$ cat src/rtl/dled_pkg.sv
// Shared constants and types for the DLED seven-segment scan controller.
package dled_pkg;

  localparam int unsigned NUM_DIGITS = 8;

  localparam logic [7:0] SEG_BLANK = 8'hFF;

  // Active-low g..a patterns for 0..F, entry 0 at the least significant byte; bit 7 (dp) reads as off.
  localparam logic [15:0][7:0] SEG_HEX = {
    8'h8E, 8'h86, 8'hA1, 8'hC6, 8'h83, 8'h88, 8'h90, 8'h80,
    8'hF8, 8'h82, 8'h92, 8'h99, 8'hB0, 8'hA4, 8'hF9, 8'hC0
  };

  typedef enum logic [1:0] {
    ST_BLANK,
    ST_ON,
    ST_OFF
  } scan_state_e;

endpackage

$ cat src/rtl/seg7_decode.sv
// Hex nibble plus decimal-point request to an active-low segment pattern.
module seg7_decode
  import dled_pkg::*;
(
  input  logic [3:0] i_nibble,
  input  logic       i_dp_on,
  output logic [7:0] o_seg_c
);

  always_comb begin
    o_seg_c    = SEG_HEX[i_nibble];
    o_seg_c[7] = ~i_dp_on;
  end

endmodule

$ cat src/rtl/dled_scan_ctrl.sv
// Time-multiplexed 8-digit seven-segment scanner with ghost blanking, PWM dimming
// and frame-aligned shadowing of the display inputs.
module dled_scan_ctrl
  import dled_pkg::*;
#(
  parameter int unsigned DIGIT_TICKS = 50000,
  parameter int unsigned BLANK_TICKS = 64,
  parameter int unsigned NUM_DIGITS  = dled_pkg::NUM_DIGITS
) (
  input  logic                      HCLK,
  input  logic                      HRESET,
  input  logic [4*NUM_DIGITS-1:0]   dled_value,
  input  logic [NUM_DIGITS-1:0]     digit_en,
  input  logic [NUM_DIGITS-1:0]     dp,
  input  logic [3:0]                brightness,
  input  logic                      update,
  output logic [7:0]                SEG,
  output logic [NUM_DIGITS-1:0]     AN,
  output logic                      frame_done
);

  localparam int unsigned STEP  = (DIGIT_TICKS - BLANK_TICKS) / 16;
  localparam int unsigned CNT_W = $clog2(DIGIT_TICKS);
  localparam int unsigned IDX_W = $clog2(NUM_DIGITS);

  localparam logic [CNT_W-1:0] CNT_LAST  = CNT_W'(DIGIT_TICKS - 1);
  localparam logic [CNT_W-1:0] CNT_BLANK = CNT_W'(BLANK_TICKS);
  localparam logic [IDX_W-1:0] IDX_LAST  = IDX_W'(NUM_DIGITS - 1);

  logic [CNT_W-1:0]          r_cnt;
  logic [IDX_W-1:0]          r_idx;
  scan_state_e               r_state;
  logic                      r_pending;
  logic [4*NUM_DIGITS-1:0]   r_value_sh;
  logic [NUM_DIGITS-1:0]     r_en_sh;
  logic [NUM_DIGITS-1:0]     r_dp_sh;
  logic [3:0]                r_bri_sh;

  logic                      w_cnt_wrap;
  logic                      w_frame_end;
  logic [CNT_W-1:0]          w_cnt_next;
  logic [CNT_W-1:0]          w_on_end;
  scan_state_e               w_state_next;
  logic                      w_lit;
  logic [3:0]                w_nibble;
  logic                      w_dp_on;
  logic [NUM_DIGITS-1:0]     w_an_on;
  logic [7:0]                w_seg;

  // Slot timing: the state always describes the counter value it is registered with.
  always_comb begin
    w_cnt_wrap   = (r_cnt == CNT_LAST);
    w_frame_end  = w_cnt_wrap && (r_idx == IDX_LAST);
    w_cnt_next   = w_cnt_wrap ? '0 : r_cnt + CNT_W'(1);
    w_on_end     = CNT_W'(BLANK_TICKS + 32'(r_bri_sh) * STEP);
    w_state_next = ST_OFF;
    if (w_cnt_wrap || (w_cnt_next < CNT_BLANK)) begin
      w_state_next = ST_BLANK;
    end else if (w_cnt_next < w_on_end) begin
      w_state_next = ST_ON;
    end
  end

  // Current digit selection; disabled digits consume their slot but stay dark.
  always_comb begin
    w_lit    = (r_state == ST_ON) && r_en_sh[r_idx];
    w_nibble = r_value_sh[{r_idx, 2'b00} +: 4];
    w_dp_on  = r_dp_sh[r_idx];
    w_an_on  = ~(NUM_DIGITS'(1) << r_idx);
  end

  seg7_decode u_seg7_decode (
    .i_nibble (w_nibble),
    .i_dp_on  (w_dp_on),
    .o_seg_c  (w_seg)
  );

  always_ff @(posedge HCLK or posedge HRESET) begin
    if (HRESET) begin
      r_cnt      <= '0;
      r_idx      <= '0;
      r_state    <= ST_BLANK;
      r_pending  <= 1'b0;
      r_value_sh <= '0;
      r_en_sh    <= '0;
      r_dp_sh    <= '0;
      r_bri_sh   <= '0;
      SEG        <= SEG_BLANK;
      AN         <= '1;
      frame_done <= 1'b0;
    end else begin
      r_cnt      <= w_cnt_next;
      r_state    <= w_state_next;
      frame_done <= w_frame_end;
      if (w_cnt_wrap) begin
        r_idx <= (r_idx == IDX_LAST) ? '0 : r_idx + IDX_W'(1);
      end
      // An update landing in the boundary cycle is honoured at that same boundary.
      if (w_frame_end) begin
        if (r_pending || update) begin
          r_value_sh <= dled_value;
          r_en_sh    <= digit_en;
          r_dp_sh    <= dp;
          r_bri_sh   <= brightness;
        end
        r_pending <= 1'b0;
      end else if (update) begin
        r_pending <= 1'b1;
      end
      SEG <= w_lit ? w_seg : SEG_BLANK;
      AN  <= w_lit ? w_an_on : '1;
    end
  end

endmodule
$ cat config.mk
export PLATFORM = sky130hd
export DESIGN_NAME = dled_scan_ctrl
export DESIGN_NICKNAME = d
export VERILOG_FILES = /design/src/rtl/dled_pkg.sv /design/src/rtl/seg7_decode.sv /design/src/rtl/dled_scan_ctrl.sv
export SDC_FILE = /design/constraint.sdc
export NUM_CORES = 1
export LEC_CHECK = 0
export CAP_MARGIN = 0
export CELL_PAD_IN_SITES_DETAIL_PLACEMENT = 0
export CELL_PAD_IN_SITES_GLOBAL_PLACEMENT = 1
export CORE_UTILIZATION = 45
export DETAILED_ROUTE_END_ITERATION = 8
export PLACE_DENSITY_LB_ADDON = 0.12
export SLEW_MARGIN = 10
export SYNTH_ARGS = -nofsm -noshare
export SYNTH_HDL_FRONTEND = slang
export SYNTH_HIERARCHICAL = 1
export SYNTH_SLANG_ARGS = --single-unit
$ cat constraint.sdc
create_clock -name HCLK -period 8.1 [get_ports HCLK]
set_input_delay 1.62 -clock HCLK [delete_from_list [all_inputs] [get_ports HCLK]]
set_output_delay 1.62 -clock HCLK [all_outputs]
set_load 0.05 [all_outputs]
==> run summary, run 1 <==
TritonCTS clock tree = yes
Final Critical Period = 4.05 ns
Detailed Routing Iterations Pass 1 = 7
Worst Path Required = 8.32 ns
Slew HR = 39.9%
Final setup viols = 0
Synthesized area = 0.00497 sq mm
Initial core utilization = 46.1%
Max-cap violation count = 0
Yosys cell types = 51
Post-synthesis register bit count = 91
Number of enable flip-flop cells after synthesis = 0
Fin Clk Skew = 0.0128 ns
CTS root buf = clkbuf_8
Initial antenna violation count = 0
Share of cells above drive strength 1 = 22.3%
Drt total wl = 9730 um
Worst Setup End Kind = flip-flop
Drt wl/cell = 15.6 um
Post-CTS Setup Bufs = 0
Footprint of the multi-input gates = 0.00255 sq mm
Max Slew Vio Count = 0
Max Fclk = 0.247 GHz
GR Util met2 = 28.3%
Status = complete, no violations
Int Pwr = 691 uW
Post-CTS sizing = 0
Core ar. = 0.0108 sq mm
Die area = 0.0115 sq mm
Final Cell Area = 0.00608 sq mm
Layout fillers = 912
Fin util = 56.3%
Setup TNS = 0 ns
Slew @ Worst Pin = 0.901 ns
Switching Share = 19.9%
Synth-to-Final Area Change = 22.2%
Post-synth ARST share = 100%
Hold_buf cts = 0
Pwr per Cell Area = 142 mW/mm^2
Initial DRC count = 102
Syn Area/Cell = 12.2 sq um
Hold Fails Final Rpt = 0
GR Util met1 = 26.6%
Number of I/O pins = 72
Crit Path Class = flip-flop to flip-flop
Placer Congestion = 0.795
First-pass GRT wire length = 16400 um
FP Rows = 38
DP Area = 0.00582 sq mm
Ant. Diodes = 0
Grt ovf = 0
Gr busiest metal = met2
Sequential share of the synthesized area = 46.2%
Fin crit share = 50.0%
Post-synth net total = 508
Gate power share = 4.2%
Die height = 107 um
Via/cell ratio = 5.23
Syn Inst Count = 408
Yosys warns = 6
Detail Route Antenna Nets = 0
DR vias = 3265
Hold WS = 0.498 ns
NetSw = 172 uW
Vias in the first global route = 3319
Clock network power share = 43.2%
Total Nets Final = 579
Largest net degree at the start of global routing = 53
Clk sinks = 91
Total CTS buffers = 9
H-tree depth = 3
Clk pin slew, worst setup/hold paths = 0.09 ns
CP Max Fanout = 6
Critical path arrival = 4.26 ns
Drt drc = 0
Clock insertion delay at the later pin of the skew report = 0.36 ns
CTS Buffer Depth = 2
Die width = 107 um
RSZ-0062 raised after global routing = no
Sequential Area = 0.00230 sq mm
Leakage Power = 2.76 nW
HP Class = flip-flop to flip-flop
Dominant synthesized flop cell = dfrtp_1
IO Port Bufs = 71
VDD IR-drop max = 0.105 mV
Reg power frac = 52.6%
Worst setup SP type = flip-flop
Post-DP HPWL = 7320 um
M3 GR Usage = 3.89%
All-layer global routing usage = 18.5%
logic make-up after synthesis:
logic type,Yosys count,share of synthesized area (%)
AND/OR/NAND/NOR,110,12.3
flip-flops,91,46.2
multiplexers,73,19.3
adder cells (fa/ha/maj),45,11.5
buffers and inverters,34,2.64
AO/OA/AOI/OAI,33,4.28
XOR/XNOR,22,3.87
per-stage QoR:
step | instances | setup WS [ns] | power (mW)
2_1_floorplan | 408 | 4.14 | 0.470
3_3_place_gp | 608 | 4.15 | 0.500
3_5_place_dp | 608 | 4.05 | 0.500
4_1_cts | 624 | 4.04 | 0.879
5_1_grt | 624 | 3.60 | 0.896
6_report | 624 | 4.05 | 0.864
synthesized netlist by cell type (7+ instances only):
master	n	area, sq um
dfstp_2	16	420
nor4_1	7	43.8
dfrtp_1	75	1880
nand2b_1	10	62.6
mux2i_1	8	80.1
nor2_1	12	45.0
inv_1	19	71.3
xnor2_1	10	87.6
mux4_2	13	293
o21ai_0	12	60.1
nor3_1	8	40.0
ha_1	44	551
clkbuf_1	9	33.8
mux2_2	52	586
nand2_1	38	143
xor2_1	12	105
cell usage in the layout (no fill, tap or decap), types with 3 or more instances in the layout:
cell type and instances:
nor4_1 7, nand2_1 38, mux2i_1 8, clkdlybuf4s50_1 71, ha_1 44, nor2b_1 3
inv_1 18, mux2_2 52, xor2_1 12, dfstp_2 16, clkbuf_8 10, nand2b_1 10
a211oi_1 3, nor2_1 12, a21oi_1 6, dfrtp_1 75, mux4_2 13, nand4_1 5
xnor2_1 10, nand3_1 5, nand3b_1 3, o21ai_0 12, bufinv_16 3, nor3_1 8
or3_1 3
path summary, 6_finish.rpt:
check	startpoint	slack (ns)	depth (start not counted)	to
hold reg to reg	r_pending$_DFFE_PP0P_	0.50	2	r_pending$_DFFE_PP0P_
setup reg to reg	r_bri_sh[2]$_DFFE_PP0P_	4.05	17	r_state[0]$_DFF_PP0_
setup / recovery	r_bri_sh[2]$_DFFE_PP0P_	4.05	17	r_state[0]$_DFF_PP0_
max in group asynchronous	HRESET	5.35	3	r_value_sh[19]$_DFFE_PP0P_
min in group asynchronous	HRESET	1.68	2	r_cnt[7]$_DFF_PP0_
hold / removal	r_pending$_DFFE_PP0P_	0.50	2	r_pending$_DFFE_PP0P_
registers in the layout (all words and copies together), names as in the netlist, 2 cells and up:
signal / count
AN: 8
SEG: 8
r_en_sh: 8
r_dp_sh: 8
r_cnt: 16
r_state: 2
r_value_sh: 32
r_idx: 3
r_bri_sh: 4
layer usage:
layer,share of wire [%],vias to the layer above
li1,-,1595
met1,50,1596
met2,45,64
met3,3.4,10
met4,1.3,0
met5,0,-
power groups by stage:
stage | clock network (mW) | registers, mW | logic, mW
finish | 0.373 | 0.454 | 0.0359
global route | 0.402 | 0.454 | 0.0395
CTS | 0.388 | 0.454 | 0.0372
detailed placement | 0 | 0.463 | 0.0372
global placement | 0 | 0.463 | 0.0369
floorplan | 0 | 0.463 | 0.00682
area by class of cell:
| cell class | instances | area share, % |
|---|---|---|
| repair buffers | 73 | 11.9 |
| well taps | 140 | 2.88 |
| clock buffers | 10 | 2.26 |
| multi-input cells | 283 | 42.0 |
| clock inverters | 6 | 1.83 |
| inverters | 21 | 1.32 |
| flip-flops and latches | 91 | 37.8 |
critical path: stages (launching register included):
cell and delay, ns:
dfrtp_1 0.45, inv_1 0.12, ha_1 0.36, xnor2_1 0.15, ha_1 0.28, ha_1 0.16, inv_1 0.05, fa_1 0.40
a21oi_1 0.21, nor3b_1 0.33, a21oi_1 0.12, nor2b_1 0.14, xnor2_1 0.08, ha_1 0.29, nand4_1 0.12, nor4_1 0.34
a211oi_2 0.12, nor3b_2 0.17
No activity file was read; power rests on OpenSTA's default activity.
==> inputs of run 2 (changes only) <==
CORE_UTILIZATION = 40   (was 45)
clock period = 3.3 ns   (was 8.1 ns; I/O delays follow)
==> run summary, run 2 (synthesis results as in run 1) <==
CP max-delay cell = dfrtp_1
Reg-to-Reg End = r_state[0]$_DFF_PP0_
Number of flip-flops in the largest register = 32
Crit path from = r_bri_sh[2]$_DFFE_PP0P_
CTS root buf = clkbuf_16
Initial core utilization = 41.2%
CTS Buffer Depth = 2
Final Cell Area = 0.00646 sq mm
Worst Setup End Kind = flip-flop
Top delay family on crit path = adder cells
Post-DP HPWL = 7890 um
Total CTS buffers = 9
Setup TNS = -0.249 ns
FP Rows = 40
TritonCTS clock tree = yes
Non-filler cells, final = 684
Hold Path Depth = 2
Crit path buf inv count = 2
Die width = 114 um
Number of I/O pins = 72
Share of cells above drive strength 1 = 29.1%
Stages on worst setup path = 17
Core ar. = 0.0121 sq mm
Synth-to-Final Area Change = 29.9%
Die area = 0.0129 sq mm
Commonest non-fill, non-tap cell in the layout = dfrtp_1
Crit Path Class = flip-flop to flip-flop
Worst Path Required = 3.51 ns
Total Nets Final = 611
Max Fclk = 0.290 GHz
VDD IR-drop max = 0.165 mV
DR vias = 3381
Register name with the most flops = r_value_sh
Fin crit share = 105%
Clock insertion delay at the later pin of the skew report = 0.33 ns
Grt ovf = 0
Final Critical Period = 3.45 ns
Reg-to-Reg Start = r_bri_sh[2]$_DFFE_PP0P_
Worst setup margin = -0.149 ns
DP Area = 0.00611 sq mm
Final setup viols = 2
Hold_buf cts = 0
Hold WS = 0.492 ns
Initial DRC count = 135
IO Port Bufs = 71
Post-route total power = 2.25 mW
Drt total wl = 10400 um
Detailed Routing Iterations Pass 1 = 4
Placed insts = 665
Leakage Power = 2.98 nW
Worst setup SP type = flip-flop
Die height = 114 um
Vias in the first global route = 3553
Reg2Reg Depth = 17
HP Class = flip-flop to flip-flop
Largest regs = r_value_sh: 32 flops, r_cnt: 16 flops
Pwr per Cell Area = 348 mW/mm^2
All-layer global routing usage = 17.6%
Max-cap violation count = 0
Slew @ Worst Pin = 0.732 ns
Drt wl/cell = 15.2 um
Setup slack, reg-to-reg = -0.15 ns
Initial antenna violation count = 0
Slowest stage delay, CP = 0.39 ns
Hold endpoint = r_pending$_DFFE_PP0P_
Critical path arrival = 3.66 ns
Slew HR = 50.5%
Via/cell ratio = 4.94
Ant. Diodes = 0
Fin Clk Skew = 0.00501 ns
Pre-CTS setup slack = -0.139 ns
Clk sinks = 91
Largest net degree at the start of global routing = 53
Detail Route Antenna Nets = 0
Hold Crit Start = r_pending$_DFFE_PP0P_
First-pass GRT wire length = 17500 um
Max Slew Vio Count = 0
H-tree depth = 3
Fin util = 53.6%
Crit-path cells = inv_2 > ha_4 > xnor2_2 > ha_1 > ha_2 > inv_2 > fa_2 > a21oi_2 > nor3b_4 > a21oi_2 > nor2b_1 > xnor2_1 > ha_1 > nand4_1 > nor4_2 > a211oi_2 > nor3b_2
CP Max Fanout = 2
Most frequent cells in the layout = 75 x dfrtp_1, 71 x clkdlybuf4s50_1, 52 x mux2_2
Clk pin slew, worst setup/hold paths = 0.07 ns
RSZ-0062 raised after global routing = yes
Hold Fails Final Rpt = 0
Drt drc = 0
Placer Congestion = 0.813
Status = finished, violations left
Failing checks = setup timing
-- run 2: cell count changes in the layout (fill, tap and decap cells not counted), moves of 2 or more --
cell	delta
a21oi_1	-3
clkbuf_8	-10
xnor2_2	+2
ha_1	-2
bufinv_16	-2
o21ai_0	-2
inv_1	-2
buf_4	+32
o21ai_1	+2
inv_2	+2
xnor2_1	-2
clkbuf_16	+9
a21oi_2	+3
-- run 2: power by group --
group | leakage (nW) | total (mW) | switching, mW | internal, mW
clock network | 0.145 | 1.04 | 0.447 | 0.597
registers | 1.20 | 1.12 | 0.00000000000000000610 | 1.12
logic | 1.63 | 0.0895 | 0.0314 | 0.0581
-- run 2: repair_timing --
| action | CTS | global route |
|---|---|---|
| pin swaps | 0 | 10 |
| endpoints found under the setup margin | 2 | 2 |
| resized for setup | 0 | 9 |
| cloned | 0 | 0 |
| buffers inserted | 0 | 3 |
-- run 2: final cells by class --
type,instances,area (sq um)
Inverter,21,80.1
Multi-Input combinational cell,283,2610
Timing Repair Buffer,105,966
Fill cell,1056,5600
Clock inverter,6,71.3
Tap cell,168,210
Clock buffer,10,229
Sequential cell,91,2300
-- run 2: how the worst max path moves through the flow --
stage / to
finish: r_state[0]$_DFF_PP0_
global route: r_state[0]$_DFF_PP0_
CTS: r_state[0]$_DFF_PP0_
detailed placement: r_state[0]$_DFF_PP0_
global placement: r_state[0]$_DFF_PP0_
floorplan: r_state[0]$_DFF_PP0_
-- run 2: worst reg2reg max path: stages, from the launching register on --
cell and delay (ns):
dfrtp_1 0.39, inv_2 0.08, ha_4 0.20, xnor2_2 0.13, ha_1 0.29, ha_2 0.18, inv_2 0.04, fa_2 0.34
a21oi_2 0.15, nor3b_4 0.23, a21oi_2 0.07, nor2b_1 0.14, xnor2_1 0.08, ha_1 0.30, nand4_1 0.12, nor4_2 0.32
a211oi_2 0.11, nor3b_2 0.16
-- run 2: layer usage --
layer,up-vias,GRT usage (%),part of all wire [%]
li1,1664,-,-
met1,1634,24.4,48
met2,71,27.9,47
met3,12,3.19,3.5
met4,0,5.79,1.3
met5,-,0,0
